==> config.mk <==
export PLATFORM = sky130hd
export DESIGN_NAME = stone_drawer_flat
export DESIGN_NICKNAME = d
export VERILOG_FILES = /design/src/rtl/stone_drawer_if.sv /design/src/rtl/stone_drawer.sv /design/src/flat_wrapper.sv
export SDC_FILE = /design/constraint.sdc
export NUM_CORES = 1
export LEC_CHECK = 0
export BUFFER_PORTS_ARGS = -buffer_cell sky130_fd_sc_hd__buf_4
export CAP_MARGIN = 20
export CORE_ASPECT_RATIO = 0.9
export CORE_MARGIN = 5
export CORE_UTILIZATION = 54
export DETAILED_ROUTE_END_ITERATION = 7
export GPL_TIMING_DRIVEN = 1
export MAX_ROUTING_LAYER = met4
export PLACE_DENSITY = 0.79
export SYNTH_ARGS = -nofsm -noshare
export SYNTH_HDL_FRONTEND = slang
export SYNTH_SLANG_ARGS = --single-unit
==> constraint.sdc <==
create_clock -name clock -period 4.25 [get_ports clock]
set_input_delay 0.2125 -clock clock [delete_from_list [all_inputs] [get_ports clock]]
set_output_delay 0.2125 -clock clock [all_outputs]
set_load 0.02 [all_outputs]
==> src/rtl/stone_drawer_if.sv <==
// Bus between the stone drawer and its neighbours: stone RAM read port,
// pass control handshake and the VGA pixel stream.
interface stone_drawer_if;
    logic        start;
    logic [3:0]  quantity;
    logic [31:0] data;
    logic [3:0]  draw_index;
    logic        draw_stone_flag;
    logic [8:0]  x;
    logic [7:0]  y;
    logic [2:0]  colour;
    logic        plot;
    logic        done;

    modport master (
        output start, quantity, data,
        input  draw_index, draw_stone_flag, x, y, colour, plot, done
    );

    modport slave (
        input  start, quantity, data,
        output draw_index, draw_stone_flag, x, y, colour, plot, done
    );
endinterface

==> src/rtl/stone_drawer.sv <==
// Walks the stone table once per start request and paints every visible stone
// as a SIZE x SIZE solid square, clipping pixels that fall off screen.
module stone_drawer #(
    parameter int SIZE         = 16,
    parameter int READ_LATENCY = 2,
    parameter int SCREEN_W     = 320,
    parameter int SCREEN_H     = 240
) (
    input logic            clock,
    input logic            resetn,
    stone_drawer_if.slave  bus
);
    localparam int CW = (SIZE > 1) ? $clog2(SIZE) : 1;
    localparam int LW = (READ_LATENCY > 1) ? $clog2(READ_LATENCY) : 1;
    localparam logic [CW-1:0] LAST     = CW'(SIZE - 1);
    localparam logic [LW-1:0] LAT_LAST = LW'(READ_LATENCY - 1);

    localparam logic [2:0] IDLE   = 3'd0;
    localparam logic [2:0] READ   = 3'd1;
    localparam logic [2:0] LATCH  = 3'd2;
    localparam logic [2:0] DRAW   = 3'd3;
    localparam logic [2:0] NEXT   = 3'd4;
    localparam logic [2:0] FINISH = 3'd5;

    logic [2:0]    state;
    logic [LW-1:0] lat_cnt;
    logic [CW-1:0] col, row;
    logic [8:0]    rec_x;
    logic [7:0]    rec_y;
    logic [1:0]    rec_type;

    logic [CW-1:0] next_col, next_row;
    logic [8:0]    base_x;
    logic [7:0]    base_y;
    logic [1:0]    base_type;
    logic [11:0]   sum_x, sum_y;
    logic          in_clip;
    logic [2:0]    type_colour;
    logic          last_pixel;
    logic [4:0]    index_next;
    logic          unused_bits;

    // Pixel for the coming cycle: in LATCH it is (0,0) of the record still on
    // the RAM bus, in DRAW the successor of the pixel currently presented.
    always_comb begin
        next_col  = '0;
        next_row  = '0;
        base_x    = rec_x;
        base_y    = rec_y;
        base_type = rec_type;
        if (state == LATCH) begin
            base_x    = bus.data[31:23];
            base_y    = bus.data[18:11];
            base_type = bus.data[3:2];
        end else if (col == LAST) begin
            next_row = row + 1'b1;
        end else begin
            next_col = col + 1'b1;
            next_row = row;
        end
        sum_x   = 12'(base_x) + 12'(next_col);
        sum_y   = 12'(base_y) + 12'(next_row);
        in_clip = (sum_x < 12'(SCREEN_W)) && (sum_y < 12'(SCREEN_H));
        case (base_type)
            2'b00:   type_colour = 3'b111;
            2'b01:   type_colour = 3'b110;
            default: type_colour = 3'b011;
        endcase
    end

    assign last_pixel  = (col == LAST) && (row == LAST);
    assign index_next  = {1'b0, bus.draw_index} + 5'd1;
    assign unused_bits = ^{bus.data[22:19], bus.data[10:4], bus.data[0],
                           sum_x[11:9], sum_y[11:8]};

    always_ff @(posedge clock) begin
        if (!resetn) begin
            state               <= IDLE;
            lat_cnt             <= '0;
            col                 <= '0;
            row                 <= '0;
            rec_x               <= '0;
            rec_y               <= '0;
            rec_type            <= '0;
            bus.draw_index      <= '0;
            bus.draw_stone_flag <= 1'b0;
            bus.x               <= '0;
            bus.y               <= '0;
            bus.colour          <= '0;
            bus.plot            <= 1'b0;
            bus.done            <= 1'b0;
        end else begin
            bus.plot <= 1'b0;
            bus.done <= 1'b0;
            case (state)
                IDLE: begin
                    if (bus.start) begin
                        bus.draw_index <= '0;
                        lat_cnt        <= '0;
                        if (bus.quantity == 4'd0) begin
                            state    <= FINISH;
                            bus.done <= 1'b1;
                        end else begin
                            state               <= READ;
                            bus.draw_stone_flag <= 1'b1;
                        end
                    end
                end
                READ: begin
                    if (lat_cnt == LAT_LAST) begin
                        lat_cnt <= '0;
                        state   <= LATCH;
                    end else begin
                        lat_cnt <= lat_cnt + 1'b1;
                    end
                end
                LATCH: begin
                    rec_x    <= bus.data[31:23];
                    rec_y    <= bus.data[18:11];
                    rec_type <= bus.data[3:2];
                    col      <= '0;
                    row      <= '0;
                    if (bus.data[1]) begin
                        state      <= DRAW;
                        bus.x      <= sum_x[8:0];
                        bus.y      <= sum_y[7:0];
                        bus.colour <= type_colour;
                        bus.plot   <= in_clip;
                    end else begin
                        state <= NEXT;
                    end
                end
                // Clipped pixels still take their cycle so a stone always costs SIZE*SIZE.
                DRAW: begin
                    if (last_pixel) begin
                        state <= NEXT;
                    end else begin
                        col      <= next_col;
                        row      <= next_row;
                        bus.x    <= sum_x[8:0];
                        bus.y    <= sum_y[7:0];
                        bus.plot <= in_clip;
                    end
                end
                NEXT: begin
                    bus.draw_index <= index_next[3:0];
                    if (index_next >= {1'b0, bus.quantity}) begin
                        state               <= FINISH;
                        bus.draw_stone_flag <= 1'b0;
                        bus.done            <= 1'b1;
                    end else begin
                        state <= READ;
                    end
                end
                FINISH: state <= IDLE;
                default: state <= IDLE;
            endcase
        end
    end
endmodule

==> src/flat_wrapper.sv <==
// flat-port wrapper written by rule: the top's interface ports become plain ports
module stone_drawer_flat 
#(
    parameter int SIZE         = 16,
    parameter int READ_LATENCY = 2,
    parameter int SCREEN_W     = 320,
    parameter int SCREEN_H     = 240
)
  (clock, resetn, bus_start, bus_quantity, bus_data, bus_draw_index, bus_draw_stone_flag, bus_x, bus_y, bus_colour, bus_plot, bus_done);
  stone_drawer_if bus_i ();
  input logic clock;
  input logic resetn;
  input wire logic [$bits(bus_i.start)-1:0] bus_start;
  input wire logic [$bits(bus_i.quantity)-1:0] bus_quantity;
  input wire logic [$bits(bus_i.data)-1:0] bus_data;
  output wire logic [$bits(bus_i.draw_index)-1:0] bus_draw_index;
  output wire logic [$bits(bus_i.draw_stone_flag)-1:0] bus_draw_stone_flag;
  output wire logic [$bits(bus_i.x)-1:0] bus_x;
  output wire logic [$bits(bus_i.y)-1:0] bus_y;
  output wire logic [$bits(bus_i.colour)-1:0] bus_colour;
  output wire logic [$bits(bus_i.plot)-1:0] bus_plot;
  output wire logic [$bits(bus_i.done)-1:0] bus_done;
  assign bus_i.start = bus_start;
  assign bus_i.quantity = bus_quantity;
  assign bus_i.data = bus_data;
  assign bus_draw_index = bus_i.draw_index;
  assign bus_draw_stone_flag = bus_i.draw_stone_flag;
  assign bus_x = bus_i.x;
  assign bus_y = bus_i.y;
  assign bus_colour = bus_i.colour;
  assign bus_plot = bus_i.plot;
  assign bus_done = bus_i.done;
  stone_drawer #(.SIZE(SIZE), .READ_LATENCY(READ_LATENCY), .SCREEN_W(SCREEN_W), .SCREEN_H(SCREEN_H)) u_core (.clock(clock), .resetn(resetn), .bus(bus_i));
endmodule
# Yosys cells after proc, flatten, opt, wreduce, memory -nomap -nowiden
# Index checks and enable logic that the tools add are counted.
# word_totals
ff_bits	58
output_inout_bits	27
elab_cells	93
# classes
add_sub_neg	6
order_cmp	3
eq_ne	14
n_mux	41
n_reduce_logical	15
# op_table
cell	n
$mux 4	7
$mux 9	3
$mux 8	3
$pmux 4 s2	3
$mux 3	6
$pmux 9 s2	1
$pmux 8 s2	1
$pmux 3 s5	1
$lt 12x8->1 const B	1
$lt 12x9->1 const B	1
$add 9x4->10	1
$mux 1	10
$add 8x4->9	1
$add 4x1->4 const B	2
$eq 4x4->1 const B	2
$ne 2x2->1 const B	4
$pmux 1 s2	4
$reduce_and 2->1	4
$eq 3x2->1 const B	2
$ne 2x1->1 const B	3
$pmux 3 s2	1
$reduce_and 3->1	2
$reduce_bool 2->1	3
$add 4x1->5 const B	1
11 further kinds	12

# Logic depth before layout (Yosys ltp)
# depth
ltp_word	8
depth_mapped	15

# Worst setup path after synthesis
# OpenSTA, ideal clock, no wires.
# synth_timing
path_type	register to register
from	reg u_core.state[1]
to	reg u_core.bus.plot
setup_time_ns	0.138
arrival_time_ns	3.143
required_time_ns	4.112
slack_ns	0.969
path_stages_with_launch	13
path_buffers	2
synth_period_minus_slack_ns	3.281
cell_sequence	dfxtp_1 > or3b_1 > buf_6 > buf_2 > mux2i_1 > inv_1 > ha_1 > a21o_1 > a21oi_1 > a21oi_1 > or3_2 > a2111oi_0 > a2111oi_1
# synth_via
elab_chain_len	7
word_cells_on_any_way	14
# synth_rtl
item	line	rtl
start, declared	stone_drawer.sv:25	logic [2:0] state;
start signal, assigned	stone_drawer.sv:78	state <= IDLE;
start signal, assigned	stone_drawer.sv:101	state <= FINISH;
start signal, assigned	stone_drawer.sv:104	state <= READ;
$eq 3x2->1 (*)	stone_drawer.sv:51	if (state == LATCH) begin
$mux 8 (*)	n/a	
net u_core.base_y[1]	stone_drawer.sv:34	logic [7:0] base_y;
$add 8x4->9 (*)	stone_drawer.sv:62	sum_y = 12'(base_y) + 12'(next_row);
$lt 12x8->1 (*)	stone_drawer.sv:63	in_clip = (sum_x < 12'(SCREEN_W)) && (sum_y < 12'(SCREEN_H));
$logic_and 1x1->1 (*)	stone_drawer.sv:63	
$mux 1 (on tied branches)	stone_drawer.sv:135, stone_drawer.sv:123	
$pmux 1 s2 (*)	stone_drawer.sv:95	case (state)
end signal, assigned	stone_drawer.sv:128	bus.plot <= in_clip;
end signal, assigned	stone_drawer.sv:142	bus.plot <= in_clip;
end, declared	stone_drawer_if.sv:22	output draw_index, draw_stone_flag, x, y, colour, plot, done
# The timed path passes the listed nets; every way through them passes the cells marked *.
# A chain may end at the register's enable or synchronous reset.

# Worst setup path in the final report
# layout_timing
from	reg u_core.col[0]
to	reg u_core.bus.plot
# layout_via
elab_chain_len	8
word_cells_on_any_way	15
# layout_rtl
item	line	rtl
start, declared	stone_drawer.sv:27	logic [CW-1:0] col, row;
start signal, assigned	stone_drawer.sv:138	col <= next_col;
$add 4x1->4 or $eq 4x4->1 (tied branches)	stone_drawer.sv:58, stone_drawer.sv:55, stone_drawer.sv:71	
$mux 4	stone_drawer.sv:55	end else if (col == LAST) begin
$mux 4	stone_drawer.sv:51	
$add 9x4->10 or $add 8x4->9 (tied branches)	stone_drawer.sv:61, stone_drawer.sv:62	
$lt 12x9->1 or $lt 12x8->1 (tied branches)	stone_drawer.sv:63	
$logic_and 1x1->1	stone_drawer.sv:63	
$mux 1 (on tied branches)	stone_drawer.sv:135, stone_drawer.sv:123	
$pmux 1 s2 (*)	stone_drawer.sv:95	
# Every way passes the cells marked *; elsewhere a longest branch is shown, timed or not.

==> impl_metrics.json <==
{
  "maxCapViolCount": 0,
  "arrival_ns": 3.67,
  "num_io_pins": 66,
  "final-seq-area_mm2": 0.00112,
  "synth_area_mm2": 0.00310,
  "detail_route.iter0.violations": 138,
  "power.leakage_nw": 1.51,
  "place_congestion": 0.911,
  "core-area_mm2": 0.00563,
  "syn_inst": 373,
  "clock_latency_ns": 0.31,
  "dr_wl_met2_um": 3470,
  "die_w_um": 89.8,
  "totalWireLength_um": 7170,
  "hp-class": "in2reg",
  "design.die.area_mm2": 0.00735,
  "p_per_area_mw_per_mm2": 383,
  "post_dp_cell_area_mm2": 0.00355,
  "fin_nets": 476,
  "synth-seq-cells": 56,
  "cts_hold_buf": 0,
  "path_class": "reg2reg",
  "rrSetupSlack_ns": 0.76,
  "wl_met1_um": 3280,
  "grt_use_total": 0.201,
  "worst_setup_path_end_kind": "flop",
  "overflow": 0,
  "finalSetupTns_ns": 0,
  "syn2layout_area_growth_pct": 18.0,
  "yosys.cell_count.top_type": "dfxtp_1",
  "cts_resized": 0,
  "skew_ns": 0.00854,
  "path_clk_slew_ns": 0.10,
  "final-hold-violation-count": 0,
  "ant_nets": 0,
  "io_buffers": 53,
  "async_reset_ff_frac": 0,
  "finalCritPeriodShare": 0.820,
  "synthTopCellsByArea": "dfxtp_1 36%, nor2_1 6.2%, ha_1 5.3%",
  "multi_input_area_mm2": 0.00184,
  "cts_setup_buffers": 0,
  "crit-reg2reg-capture": "u_core.bus.plot",
  "synthTopCellsByCount": "56 x dfxtp_1, 51 x nor2_1, 39 x nand2_1",
  "status": "completed",
  "viasPerCell": 5.65,
  "cts_buffers": 5,
  "startpoint_type": "flop",
  "synth_area_per_cell_um2": 8.30,
  "min-delay-start": "bus_data[3]",
  "drtPass1Iterations": 4,
  "start_util": 0.550,
  "ys.flop_type": "dfxtp_1",
  "yosys_warnings": 0,
  "cts.sinks": 56,
  "wl_per_cell_um": 14.5,
  "cts_buffer_depth": 2,
  "num_rows": 26,
  "grt_pass1_wl_um": 12100,
  "max_freq_mhz": 287,
  "antenna_found_initial": 0,
  "dr_wl_met3_um": 340,
  "cts_root_buf": "clkbuf_8",
  "min_path_cells": 2,
  "place_hpwl_um": 5460,
  "nFillCells": 480,
  "regToRegStartpoint": "u_core.col[0]",
  "vias": 2783,
  "fp.dieH_um": 81.8,
  "vdd_drop_max_mv": 0.218,
  "drc": 0,
  "diodes": 0,
  "critPathRequiredTime_ns": 4.43,
  "grt_pass1_vias": 2642,
  "tightest_slew_ns": 0.747,
  "finalSetupViolCount": 0,
  "post-synth-top-area-fraction": 0.362,
  "rsz0062_at_grt": "false",
  "ys_seq_area_frac": 0.362,
  "r2r_cells": 12,
  "htree_levels": 2,
  "hold_end": "u_core.bus.colour[2]",
  "design_area_mm2": 0.00365,
  "synth_top_cell_by_area": "dfxtp_1",
  "yosysUniqueCellTypes": 59,
  "grt_max_degree": 22,
  "top_layer_used": "met4",
  "maxSlewViolCount": 0,
  "layout-drive-gt1-share": 0.196,
  "cts_tree": "done",
  "slew_headroom": 0.502,
  "syn_nets": 427,
  "period_needed_ns": 3.49,
  "synth-edff-count": 0,
  "cp_max_fo": 7
}
registers in the layout (all words and copies together), names as in the netlist:
name                        cells
u_core.lat_cnt                  1
u_core.row                      4
u_core.bus.done                 1
u_core.bus.plot                 1
u_core.bus.draw_index           4
u_core.col                      4
u_core.bus.colour               3
u_core.state                    3
u_core.bus.draw_stone_flag      1
u_core.rec_x                    9
u_core.bus.x                    9
u_core.bus.y                    8
u_core.rec_y                    8
how the worst max path moves through the flow:
| stage | end | from | slack, ns |
|---|---|---|---|
| finish | u_core.bus.plot | u_core.col[0] | 0.76 |
| global route | u_core.bus.plot | u_core.col[0] | 0.48 |
| CTS | u_core.bus.plot | u_core.col[0] | 0.79 |
| detailed placement | u_core.bus.plot | u_core.col[0] | 0.83 |
| global placement | u_core.bus.plot | u_core.col[0] | 0.90 |
| floorplan | u_core.bus.plot | u_core.state[1] | 0.97 |
layout by cell type (no fill, tap or decap), drive strengths merged, types with 5 or more instances in the layout:
master / n
o22ai: 5
o21ai: 15
inv: 13
or3: 6
nor3: 8
a211oi: 7
a31oi: 8
a21oi: 26
nor2: 51
nand3: 10
xor2: 7
clkbuf: 6
mux2i: 17
nand2: 39
ha: 13
xnor2: 14
dfxtp: 56
buf: 59
layout make-up:
cell class / instances / area share
multi-input combinational: 286 / 0.504
tap: 70 / 0.0240
clock inverter: 2 / 0.00959
inverter: 14 / 0.0144
timing repair buffer: 59 / 0.121
sequential: 56 / 0.307
clock buffer: 6 / 0.0199
layer usage:
metal	GRT usage	up-vias
li1	-	1407
met3	0.0375	8
met4	0.0559	0
met1	0.245	1303
met2	0.345	65
met5	-	-
critical path: stages (launching register included):
cell and delay (ns):
dfxtp_1 0.44, ha_1 0.26, and3_2 0.29, mux2i_1 0.08
or2_2 0.32, inv_1 0.07, ha_1 0.22, a21o_1 0.18
a21oi_1 0.32, a21oi_1 0.13, or3_2 0.46, a2111oi_0 0.49
a2111oi_1 0.10
metrics by stage:
stage / instances / worst slack (ns) / util / power, mW / hold WS [ns]
2_1_floorplan: 373 / 0.969 / - / 0.931 / 0.308
3_3_place_gp: 485 / 0.901 / 0.630 / 1.05 / 0.404
3_5_place_dp: 485 / 0.831 / 0.630 / 1.06 / 0.412
4_1_cts: 493 / 0.793 / 0.649 / 1.40 / 0.0798
5_1_grt: 493 / 0.478 / 0.649 / 1.49 / 0.0738
6_report: 493 / 0.764 / 0.649 / 1.40 / 0.0887
report_power, final:
group	internal (mW)	switching (mW)
Clock	0.175	0.175
Combinational	0.182	0.252
Sequential	0.575	0.0405
Total	0.932	0.468
cell families after synthesis:
group / synth area share
buf+inv: 0.0440
mux: 0.0634
xor+xnor: 0.0594
fa+ha+maj: 0.0655
compound gates: 0.179
simple gates: 0.226
flops: 0.362
(Power assumes the default switching activity.)
